`src/rtl/mac_result_writer.sv`:
```
// mac_result_writer: packs 4-lane MAC result tiles into 64b words and
// writes them to a 16x64 output SRAM, doing read-modify-write when a
// tile's word was already written by an earlier K-pass.
// Ports: CLK/RSTN clock and async active-low reset; MNT job config
// (N=[11:8], M=[7:4], T=[3:0]) sampled on START; RES_* tile handshake;
// EN_O/RW_O/ADDR_O/WDATA_O/RDATA_O memory port; BUSY/DONE/ERR status.
module mac_result_writer #(
  parameter int LANE_W  = 16,
  parameter int OADDR_W = 4
) (
  input  logic                CLK,
  input  logic                RSTN,
  input  logic [11:0]         MNT,
  input  logic                START,
  input  logic                RES_VALID,
  output logic                RES_READY,
  input  logic [2:0]          RES_ROW,
  input  logic                RES_CTILE,
  input  logic [4*LANE_W-1:0] RES_DATA,
  output logic                EN_O,
  output logic                RW_O,
  output logic [OADDR_W-1:0]  ADDR_O,
  output logic [4*LANE_W-1:0] WDATA_O,
  input  logic [4*LANE_W-1:0] RDATA_O,
  output logic                BUSY,
  output logic                DONE,
  output logic                ERR
);

  localparam int W     = 4 * LANE_W;
  localparam int WORDS = 1 << OADDR_W;

  typedef enum logic [2:0] {
    IDLE,
    ACCEPT,
    RD,
    ADD,
    WR,
    FIN
  } state_t;

  state_t             state;
  logic [3:0]         n_q;
  logic [3:0]         m_q;
  logic [3:0]         t_q;
  logic [6:0]         exp_q;
  logic [6:0]         cnt_q;
  logic [WORDS-1:0]   bitmap_q;
  logic [OADDR_W-1:0] addr_q;
  logic [W-1:0]       data_q;

  logic [3:0]         cfg_n;
  logic [3:0]         cfg_m;
  logic [3:0]         cfg_t;
  logic               cfg_bad;
  logic [6:0]         ceil_m;
  logic [6:0]         ceil_n;
  logic [6:0]         exp_nxt;
  logic [OADDR_W-1:0] addr_in;
  logic               tile_bad;
  logic [W-1:0]       mask_data;
  logic [W-1:0]       sum_data;
  logic [6:0]         cnt_inc;

  assign cfg_n = MNT[11:8];
  assign cfg_m = MNT[7:4];
  assign cfg_t = MNT[3:0];

  assign cfg_bad = (cfg_n == 4'd0) || (cfg_n > 4'd8) ||
                   (cfg_m == 4'd0) || (cfg_m > 4'd8) ||
                   (cfg_t == 4'd0) || (cfg_t > 4'd8);

  // With dimensions capped at 8, ceil(x/4) is 1 or 2.
  assign ceil_m  = (cfg_m > 4'd4) ? 7'd2 : 7'd1;
  assign ceil_n  = (cfg_n > 4'd4) ? 7'd2 : 7'd1;
  assign exp_nxt = 7'(cfg_t) * ceil_m * ceil_n;

  assign addr_in = OADDR_W'({RES_ROW, RES_CTILE});
  assign cnt_inc = cnt_q + 7'd1;

  assign tile_bad = ({1'b0, RES_ROW} >= t_q) ||
                    (RES_CTILE && (m_q <= 4'd4));

  // Lane c carries column 4*CTILE+c; columns at or beyond M are zeroed.
  always_comb begin
    mask_data = '0;
    for (int c = 0; c < 4; c++) begin
      if ({1'b0, RES_CTILE, 2'(c)} < m_q) begin
        mask_data[W-1-LANE_W*c -: LANE_W] =
          RES_DATA[W-1-LANE_W*c -: LANE_W];
      end
    end
  end

  // Independent per-lane adders: carries never cross lane boundaries.
  always_comb begin
    sum_data = '0;
    for (int c = 0; c < 4; c++) begin
      sum_data[W-1-LANE_W*c -: LANE_W] =
        data_q[W-1-LANE_W*c -: LANE_W] +
        RDATA_O[W-1-LANE_W*c -: LANE_W];
    end
  end

  // Outputs are registered alongside the state they belong to, so each
  // transition loads the output values of the state being entered.
  always_ff @(posedge CLK or negedge RSTN) begin
    if (!RSTN) begin
      state     <= IDLE;
      RES_READY <= 1'b0;
      EN_O      <= 1'b0;
      RW_O      <= 1'b0;
      ADDR_O    <= '0;
      WDATA_O   <= '0;
      BUSY      <= 1'b0;
      DONE      <= 1'b0;
      ERR       <= 1'b0;
      n_q       <= '0;
      m_q       <= '0;
      t_q       <= '0;
      exp_q     <= '0;
      cnt_q     <= '0;
      bitmap_q  <= '0;
      addr_q    <= '0;
      data_q    <= '0;
    end else begin
      EN_O    <= 1'b0;
      RW_O    <= 1'b0;
      ADDR_O  <= '0;
      WDATA_O <= '0;
      DONE    <= 1'b0;
      unique case (state)
        IDLE: begin
          RES_READY <= 1'b0;
          BUSY      <= 1'b0;
          if (START) begin
            n_q      <= cfg_n;
            m_q      <= cfg_m;
            t_q      <= cfg_t;
            exp_q    <= exp_nxt;
            cnt_q    <= '0;
            bitmap_q <= '0;
            ERR      <= cfg_bad;
            if (cfg_bad) begin
              state <= FIN;
              DONE  <= 1'b1;
            end else begin
              state     <= ACCEPT;
              RES_READY <= 1'b1;
              BUSY      <= 1'b1;
            end
          end
        end
        ACCEPT: begin
          if (RES_VALID) begin
            if (tile_bad) begin
              ERR <= 1'b1;
            end else begin
              addr_q    <= addr_in;
              data_q    <= mask_data;
              RES_READY <= 1'b0;
              EN_O      <= 1'b1;
              ADDR_O    <= addr_in;
              if (!bitmap_q[addr_in]) begin
                state   <= WR;
                RW_O    <= 1'b1;
                WDATA_O <= mask_data;
              end else begin
                state <= RD;
              end
            end
          end
        end
        RD: begin
          state <= ADD;
        end
        ADD: begin
          state   <= WR;
          EN_O    <= 1'b1;
          RW_O    <= 1'b1;
          ADDR_O  <= addr_q;
          WDATA_O <= sum_data;
        end
        WR: begin
          bitmap_q[addr_q] <= 1'b1;
          cnt_q            <= cnt_inc;
          if (cnt_inc == exp_q) begin
            state <= FIN;
            DONE  <= 1'b1;
            BUSY  <= 1'b0;
          end else begin
            state     <= ACCEPT;
            RES_READY <= 1'b1;
          end
        end
        FIN: begin
          state <= IDLE;
          BUSY  <= 1'b0;
        end
        default: begin
          state     <= IDLE;
          RES_READY <= 1'b0;
          BUSY      <= 1'b0;
        end
      endcase
    end
  end

  logic unused_n;
  assign unused_n = ^n_q;

endmodule

```
`config.mk`:
```
export PLATFORM = sky130hd
export DESIGN_NAME = mac_result_writer
export DESIGN_NICKNAME = d
export VERILOG_FILES = /design/src/rtl/mac_result_writer.sv
export SDC_FILE = /design/constraint.sdc
export NUM_CORES = 1
export LEC_CHECK = 0
export ABC_CLOCK_PERIOD_IN_PS = 8230
export CELL_PAD_IN_SITES_DETAIL_PLACEMENT = 0
export CELL_PAD_IN_SITES_GLOBAL_PLACEMENT = 2
export CORE_MARGIN = 4
export CORE_UTILIZATION = 34
export CTS_CLUSTER_SIZE = 14
export DETAILED_ROUTE_END_ITERATION = 6
export PLACE_DENSITY = 0.94
export SYNTH_ARGS = -nofsm -noshare
export SYNTH_HDL_FRONTEND = slang
export SYNTH_SLANG_ARGS = --single-unit
```
`constraint.sdc`:
```
create_clock -name CLK -period 8.23 [get_ports CLK]
set_clock_uncertainty 0.15 [all_clocks]
set_input_delay 0.823 -clock CLK [delete_from_list [all_inputs] [get_ports CLK]]
set_output_delay 0.823 -clock CLK [all_outputs]
set_load 0.01 [all_outputs]
```
Word level (Yosys, flattened, before mapping)
Index checks and enable logic that the tools add are counted.
Word-level totals
  bits of input ports: 148
  output and inout bits: 74
  logic and storage cells: 127
  register bits after elaboration: 183
Operators by class
  add/sub/neg operators: 5
  $lt $le $gt $ge: 14
  multiply operators: 2
  equality and inequality tests: 12
  muxes and demuxes: 51
  bitwise operators: 4
  reductions and logical operators: 23
Operator list (number)
  2-to-1 mux 64 bit: 3
  case mux 64 bit (2 select lines): 1
  2-to-1 mux 16 bit: 5
  adder 16 bit: 4
  case mux 16 bit (2 select lines): 1
  2-to-1 mux 1 bit: 19
  2-to-1 mux 3 bit: 6
  less-than comparator 3 x 4 -> 1 bit: 4
  OR 16 bit: 1
  case mux 3 bit (5 select lines): 1
  case mux 7 bit (2 select lines): 1
  > comparator 4 bit (second input constant): 3
  logical NOT 4 bit: 3
  != test 2 bit (second input constant): 6
  less-than comparator 4 x 5 -> 1 bit (second input constant): 2
  > comparator 4 x 3 -> 1 bit (second input constant): 2
  2-to-1 mux 4 bit: 2
  case mux 1 bit (2 select lines): 4
  case mux 4 bit (2 select lines): 1
  AND reduction 4 bit: 2
  adder 7 x 1 -> 7 bit (second input constant): 1
  == test 7 bit: 1
  multiplier 6 x 2 -> 7 bit: 1
  2-to-1 mux 7 bit: 1
  other kinds (20): 36

Depth between registers and ports, before layout
Gate-level depths: netlist (run 1).
  word-level depth: 9
  gate-level depth with buffers: 10

Least setup slack after synthesis (run 1)
Ideal clock, no wire load.
  kind: in2reg
  start point: input RES_ROW[0]
  end point: register data_q[11]
  setup time: 0.135 ns
  stages on the path: 10
  path buffers: 2
  setup slack: 5.062 ns
  arrival: 2.884 ns
  data required time: 7.945 ns
  cell sequence: inv_1 > ha_1 > nand2b_1 > a211oi_1 > o2111ai_1 > or2_2 > clkbuf_1 > clkbuf_1 > nand2_1 > o21ai_0
Between the ends
  cells in the longest elaborated chain, start to end: 4
Ends and longest elaborated chain
  start, declared: line 17  | input logic [2:0] RES_ROW,
  greater-or-equal comparator 3 x 4 -> 1 bit: line 81  | assign tile_bad = ({1'b0, RES_ROW} >= t_q) ||
  logical OR 1 bit: line 81
  inverter 1 bit (no line)
  AND reduction 3 bit (no line)
  end signal, assigned: line 160  | data_q <= mask_data;
  end, declared: line 50  | logic [W-1:0] data_q;
No other way between the ends.
A chain may end at the register's enable or synchronous reset.

Final worst setup path (run 1)
  start point: input RES_ROW[0]
  end point: register data_q[29]
The elaborated chain is that of the path after synthesis.

==> results.toml, run 1 <==
[final_layout]
fin_util_pct = 45.4
nets = 1560
finalNonFillerCells = 1744
n_antenna_cell = 0
stdcell_area_um2 = 13600
area_growth_pct = 30.1
drive_gt1_share_pct = 4.51

[synth]
syn_inst = 1143
ys_types = 61
synth_edf_count = 0
yosys-top-cells-count = "nand2_1 (230), dfrtp_1 (183), nand3_1 (75), nor2_1 (69), ha_1 (67)"
seq_area_frac_synth_pct = 43.8
synth_top_area_share_pct = 43.8
async_reset_ff_share_pct = 100
syn_avg_cell_area_um2 = 9.15
yosysMostFrequentCell = "nand2_1"
synth_top_cell_by_area = "dfrtp_1"
ys_warn_count = 0
synth_nets = 1362
synth.area.top_cells = "dfrtp_1 (44%), nand2_1 (8.3%), ha_1 (8.0%)"
ys_ff_latch = 183
synth_ff_type = "dfrtp_1"
synth_area_um2 = 10500

[clock_tree]
cts_root_buf = "clkbuf_16"
clk_pin_slew_ns = 0.08
cts-resized-gates = 0
clock_latency_ns = 0.44
cts_setup_buffers = 0
hold_buffers = 0
numCtsBuffers = 17
cts_max_path_buffers = 2
cts_tree = "built"
htreeDepth = 4
cts_sinks = 183

[timing]
period_share_pct = 53.2
grt_setup_unrepaired = "no"
tns_ns = 0
tightest_slew_ns = 1.28
hold_viol = 0
maxClockFrequency_ghz = 0.229
slew_violations = 0
min_period_ns = 4.38
slew_headroom_pct = 14.6
setup_violations = 0

[routing]
avgRoutedWirePerCell_um = 18.1
via_per_inst = 5.23
vias = 9119
wirelength_mm = 31.5
drc_errors = 0
firstDrtPassIters = 5
drtAntennaViolNets = 0
drtIter0Drc = 591

[global_routing]
grt_pass1_vias = 9157
grt_max_degree = 69
grtUsageTotal_pct = 18.6
grt_antenna_before_repair = 0
overflow = 0
grt_pass1_wl_mm = 50.0

[run_status]
outcome = "finished clean"

[power]
p_per_area_nw_per_um2 = 300
p_leak_nw = 6.26
vdd_drop_max_mv = 0.151
power.total_mw = 4.08

[floorplan]
io-pin-count = 222
die_area_um2 = 33600
initial_utilization_pct = 34.9
die_y_um = 183
die_w_um = 183
row_count = 63
coreArea_um2 = 30000

[placement]
dp.cells = 1712
port_buffers = 221
post_dp_cell_area_um2 = 13000
place.gp.congestion = 0.873
hpwl_mm = 22.4

[critical_path]
worstSetupStartpointType = "primary input"
crit_arrival_ns = 4.52
crit_required_ns = 8.38
path_class = "in2reg"
end_kind = "flip-flop"
path_max_fanout = 41

[job]
maxCapViolations = 0

[min_path]
min_path_type = "in2async"
registers in the layout, summed over array words and instances (netlist names), 4 cells and up:
signal    cells
WDATA_O      64
data_q       64
bitmap_q     16
cnt_q         7
exp_q         7
ADDR_O        4
addr_q        4
m_q           4
t_q           4
cell families after synthesis:
group,share of synthesized area [%]
multiplexers,1.96
AND/OR/NAND/NOR,19.9
AO/OA/AOI/OAI,17.9
adder cells (fa/ha/maj),8.78
flip-flops,43.8
XOR/XNOR,4.77
other,0.0359
buffers and inverters,2.94
worst max-delay path, cell delays in order:
cell and delay, ns:
clkdlybuf4s50_1 0.60, inv_1 0.11, ha_1 0.28, nand2b_1 0.10
a211oi_1 0.08, o2111ai_1 1.02, or2_2 0.75, buf_4 0.55
o21ai_0 0.17
routing by layer:
layer / vias to the layer above / wire length (um) / global-route usage [%]
met4: 0 / 525 / 4.74
met2: 226 / 15100 / 30.9
met1: 4407 / 14600 / 25.5
li1: 4455 / - / -
met3: 31 / 1300 / 2.78
met5: - / 0 / 0
report_power, final:
group | total [mW] | internal, mW | switching, mW | leakage [nW]
logic | 1.88 | 0.800 | 1.08 | 3.52
registers | 1.33 | 1.16 | 0.174 | 2.45
clock network | 0.866 | 0.479 | 0.387 | 0.293
worst paths after layout:
path / slack, ns / cells after the start / start / end
min reg2reg: 0.32 / 2 / data_q[42] / data_q[42]
max reg2reg: 4.60 / 7 / t_q[0] / data_q[29]
min in group CLK: 0.32 / 2 / data_q[42] / data_q[42]
max: 3.85 / 9 / RES_ROW[0] / data_q[29]
min: 0.22 / 1 / RSTN / WDATA_O[36]
max in group asynchronous: 6.45 / 2 / RSTN / data_q[14]
cells in the final DEF, fill, tap and decap left out, types with 5 or more instances in the layout:
master / synthesis / layout
o21ai_0: 60 / 60
nand2b_1: 10 / 10
a21oi_1: 59 / 59
nor3_1: 15 / 15
nand2_1: 230 / 229
o21ai_1: 19 / 19
mux2i_1: 7 / 7
ha_1: 67 / 67
o22ai_1: 5 / 5
clkbuf_16: 0 / 17
nor2b_1: 10 / 10
a21o_1: 18 / 18
and2_1: 6 / 5
a211oi_1: 18 / 18
xor2_1: 22 / 22
inv_1: 22 / 22
a32o_1: 8 / 8
o21a_1: 11 / 11
or2_2: 5 / 5
buf_4: 3 / 7
clkdlybuf4s50_1: 0 / 220
or4_1: 6 / 6
o21bai_1: 11 / 10
or3_1: 8 / 8
and3_1: 9 / 9
mux4_2: 5 / 5
nand3_1: 75 / 75
o31ai_1: 11 / 11
a22o_1: 21 / 21
nand4_1: 5 / 5
a31oi_1: 14 / 14
nor2_1: 69 / 68
dfrtp_1: 183 / 183
xnor2_1: 35 / 35
final cells by class:
cell class | instances | area, um^2
clock buffers | 21 | 470
fillers | 2922 | 16300
multi-input cells | 889 | 5590
inverters | 22 | 82.6
well taps | 390 | 488
repair buffers | 228 | 2270
flip-flops and latches | 183 | 4580
clock inverters | 11 | 135
metrics by stage:
stage | setup slack, ns | hold slack (ns)
after floorplan | 5.06 | 0.290
after global placement | 3.53 | 0.304
after detailed placement | 3.42 | 0.312
after CTS | 3.87 | 0.245
after global routing | 3.58 | 0.263
final | 3.85 | 0.217
Power figures use the tool's default switching activity.
==> run 2: changes to the inputs <==
Settings changed: ABC_CLOCK_PERIOD_IN_PS 8230 to 3700, CORE_UTILIZATION 34 to 28, PLACE_DENSITY 0.94 to 0.84.
Clock period 8.23 ns to 3.7 ns, I/O delays scaled along.
==> run 2 against run 1 <==
Worst setup slack got worse by 3.1 ns; combinational power increased by 130%; sequential power increased by 120%; sequential cell count unchanged; largest cell class unchanged; total power increased by 120%; wire length increased by 5.1%; non-clock buffer count increased by 14; cell count increased by 5.3%.
==> results.toml, run 2 (synthesized netlist as in run 1, its figures left out) <==
[routing]
via_per_inst = 4.95
vias = 9090
firstDrtPassIters = 5
drtIter0Drc = 390
drc_errors = 0
drtAntennaViolNets = 0
avgRoutedWirePerCell_um = 18.0
wirelength_mm = 33.1

[critical_path]
rr_worst_depth = 8
worstSetupStartpointType = "primary input"
reg2reg_slack_ns = 0.86
path_class = "in2reg"
crit_required_ns = 3.93
r2r_end = "WDATA_O[30]"
setup.worst_path.start = "RES_CTILE"
end_kind = "flip-flop"
path_max_fanout = 12
cp-endpoint = "WDATA_O[41]"
r2r_start = "data_q[16]"
crit_arrival_ns = 3.19

[power]
vdd_drop_max_mv = 0.387
p_leak_nw = 6.32
p_per_area_nw_per_um2 = 657

[floorplan]
io-pin-count = 222
coreArea_um2 = 36700
die_y_um = 201
die_area_um2 = 40500
initial_utilization_pct = 28.5
row_count = 70
die_w_um = 201

[global_routing]
overflow = 0
grtUsageTotal_pct = 16.4
grt_pass1_vias = 9406
grt_pass1_wl_mm = 53.2
grt_max_degree = 78
grt_antenna_before_repair = 1

[timing]
setup_violations = 0
tns_ns = 0
slew_headroom_pct = 48.9
maxClockFrequency_ghz = 0.338
tightest_slew_ns = 0.761
slew_violations = 0
hold_viol = 0
period_share_pct = 80.0
grt_setup_unrepaired = "no"
min_period_ns = 2.96

[clock_tree]
clock_latency_ns = 0.45
cts_sinks = 183
cts_max_path_buffers = 2
numCtsBuffers = 17
cts_tree = "built"
cts_root_buf = "clkbuf_16"
clk_pin_slew_ns = 0.08
htreeDepth = 4
cts-resized-gates = 0

[placement]
port_buffers = 221
hpwl_mm = 24.1
place.gp.congestion = 0.819

[final_layout]
mostFrequentLayoutCells = "nand2_1 (229), clkdlybuf4s50_1 (220), dfrtp_1 (183), nand3_1 (75), nor2_1 (68)"
drive_gt1_share_pct = 5.48
fin_util_pct = 37.6
nets = 1574
area_growth_pct = 32.1
final_common_cell = "nand2_1"
largestRegisters = "WDATA_O (64), data_q (64), bitmap_q (16)"

[min_path]
holdCritStartpoint = "data_q[50]"
min_path_type = "reg2reg"

[job]
maxCapViolations = 0

[run_status]
outcome = "finished clean"
run 2: cell count changes in the layout (fill, tap and decap cells not counted), moves of 2 or more:
cell,delta
inv_8,+2
bufinv_16,-2
buf_12,+2
clkinv_4,+2
clkbuf_8,-2
buf_4,+11
run 2: worst min path at each step:
| stage | slack (ns) | end | depth (start not counted) |
|---|---|---|---|
| detailed placement | 0.31 | WDATA_O[35] | 1 |
| floorplan | -0.08 | ADDR_O[0] | 0 |
| CTS | 0.31 | WDATA_O[15] | 3 |
| finish | 0.32 | data_q[50] | 2 |
| global placement | 0.30 | data_q[43] | 2 |
| global route | 0.33 | data_q[46] | 3 |
run 2: stage by stage:
stage	instances	hold WS, ns	power (mW)	setup slack (ns)	cell area (um^2)
finish	1837	0.323	9.08	0.742	13800
global route	1837	0.332	9.85	0.617	13800
CTS	1836	0.309	9.20	0.738	13800
detailed placement	1803	0.307	7.31	0.259	13200
global placement	1803	0.304	7.25	0.302	13200
floorplan	1143	-0.0756	5.83	0.985	10500
run 2: metal layers:
metal / GRT usage, % / share of wire [%] / wire, um / up-vias
met5: 0 / 0 / 0 / -
met4: 3.44 / 1.0 / 338 / 0
met3: 3.22 / 3.9 / 1300 / 15
met2: 27.9 / 48 / 16000 / 194
met1: 21.7 / 47 / 15500 / 4392
li1: - / - / - / 4489
run 2: final cells by class:
class / instances / area (um^2)
multi-input combinational: 889 / 5590
clock inverter: 14 / 135
clock buffer: 18 / 439
fill: 3767 / 22900
tap: 468 / 586
timing repair buffer: 242 / 2400
antenna: 1 / 2.50
inverter: 22 / 82.6
sequential: 183 / 4580
run 2: critical path, stage by stage:
cell             delay (ns)
clkdlybuf4s50_1        0.77
mux4_2                 0.58
mux4_2                 0.64
nor3_4                 0.27
and2_1                 0.17
buf_4                  0.21
a22o_1                 0.18
run 2: where the power goes:
| part | internal [mW] | switching [mW] | total [mW] |
|---|---|---|---|
| Combinational | 1.84 | 2.43 | 4.27 |
| Clock | 0.911 | 0.926 | 1.84 |
| Sequential | 2.58 | 0.395 | 2.97 |
| Total | 5.32 | 3.76 | 9.08 |
run 2: timing repair:
action	4_1_cts	5_1_grt
hold endpoints to repair	75	0
hold buffers	1	0
buffers inserted	0	0
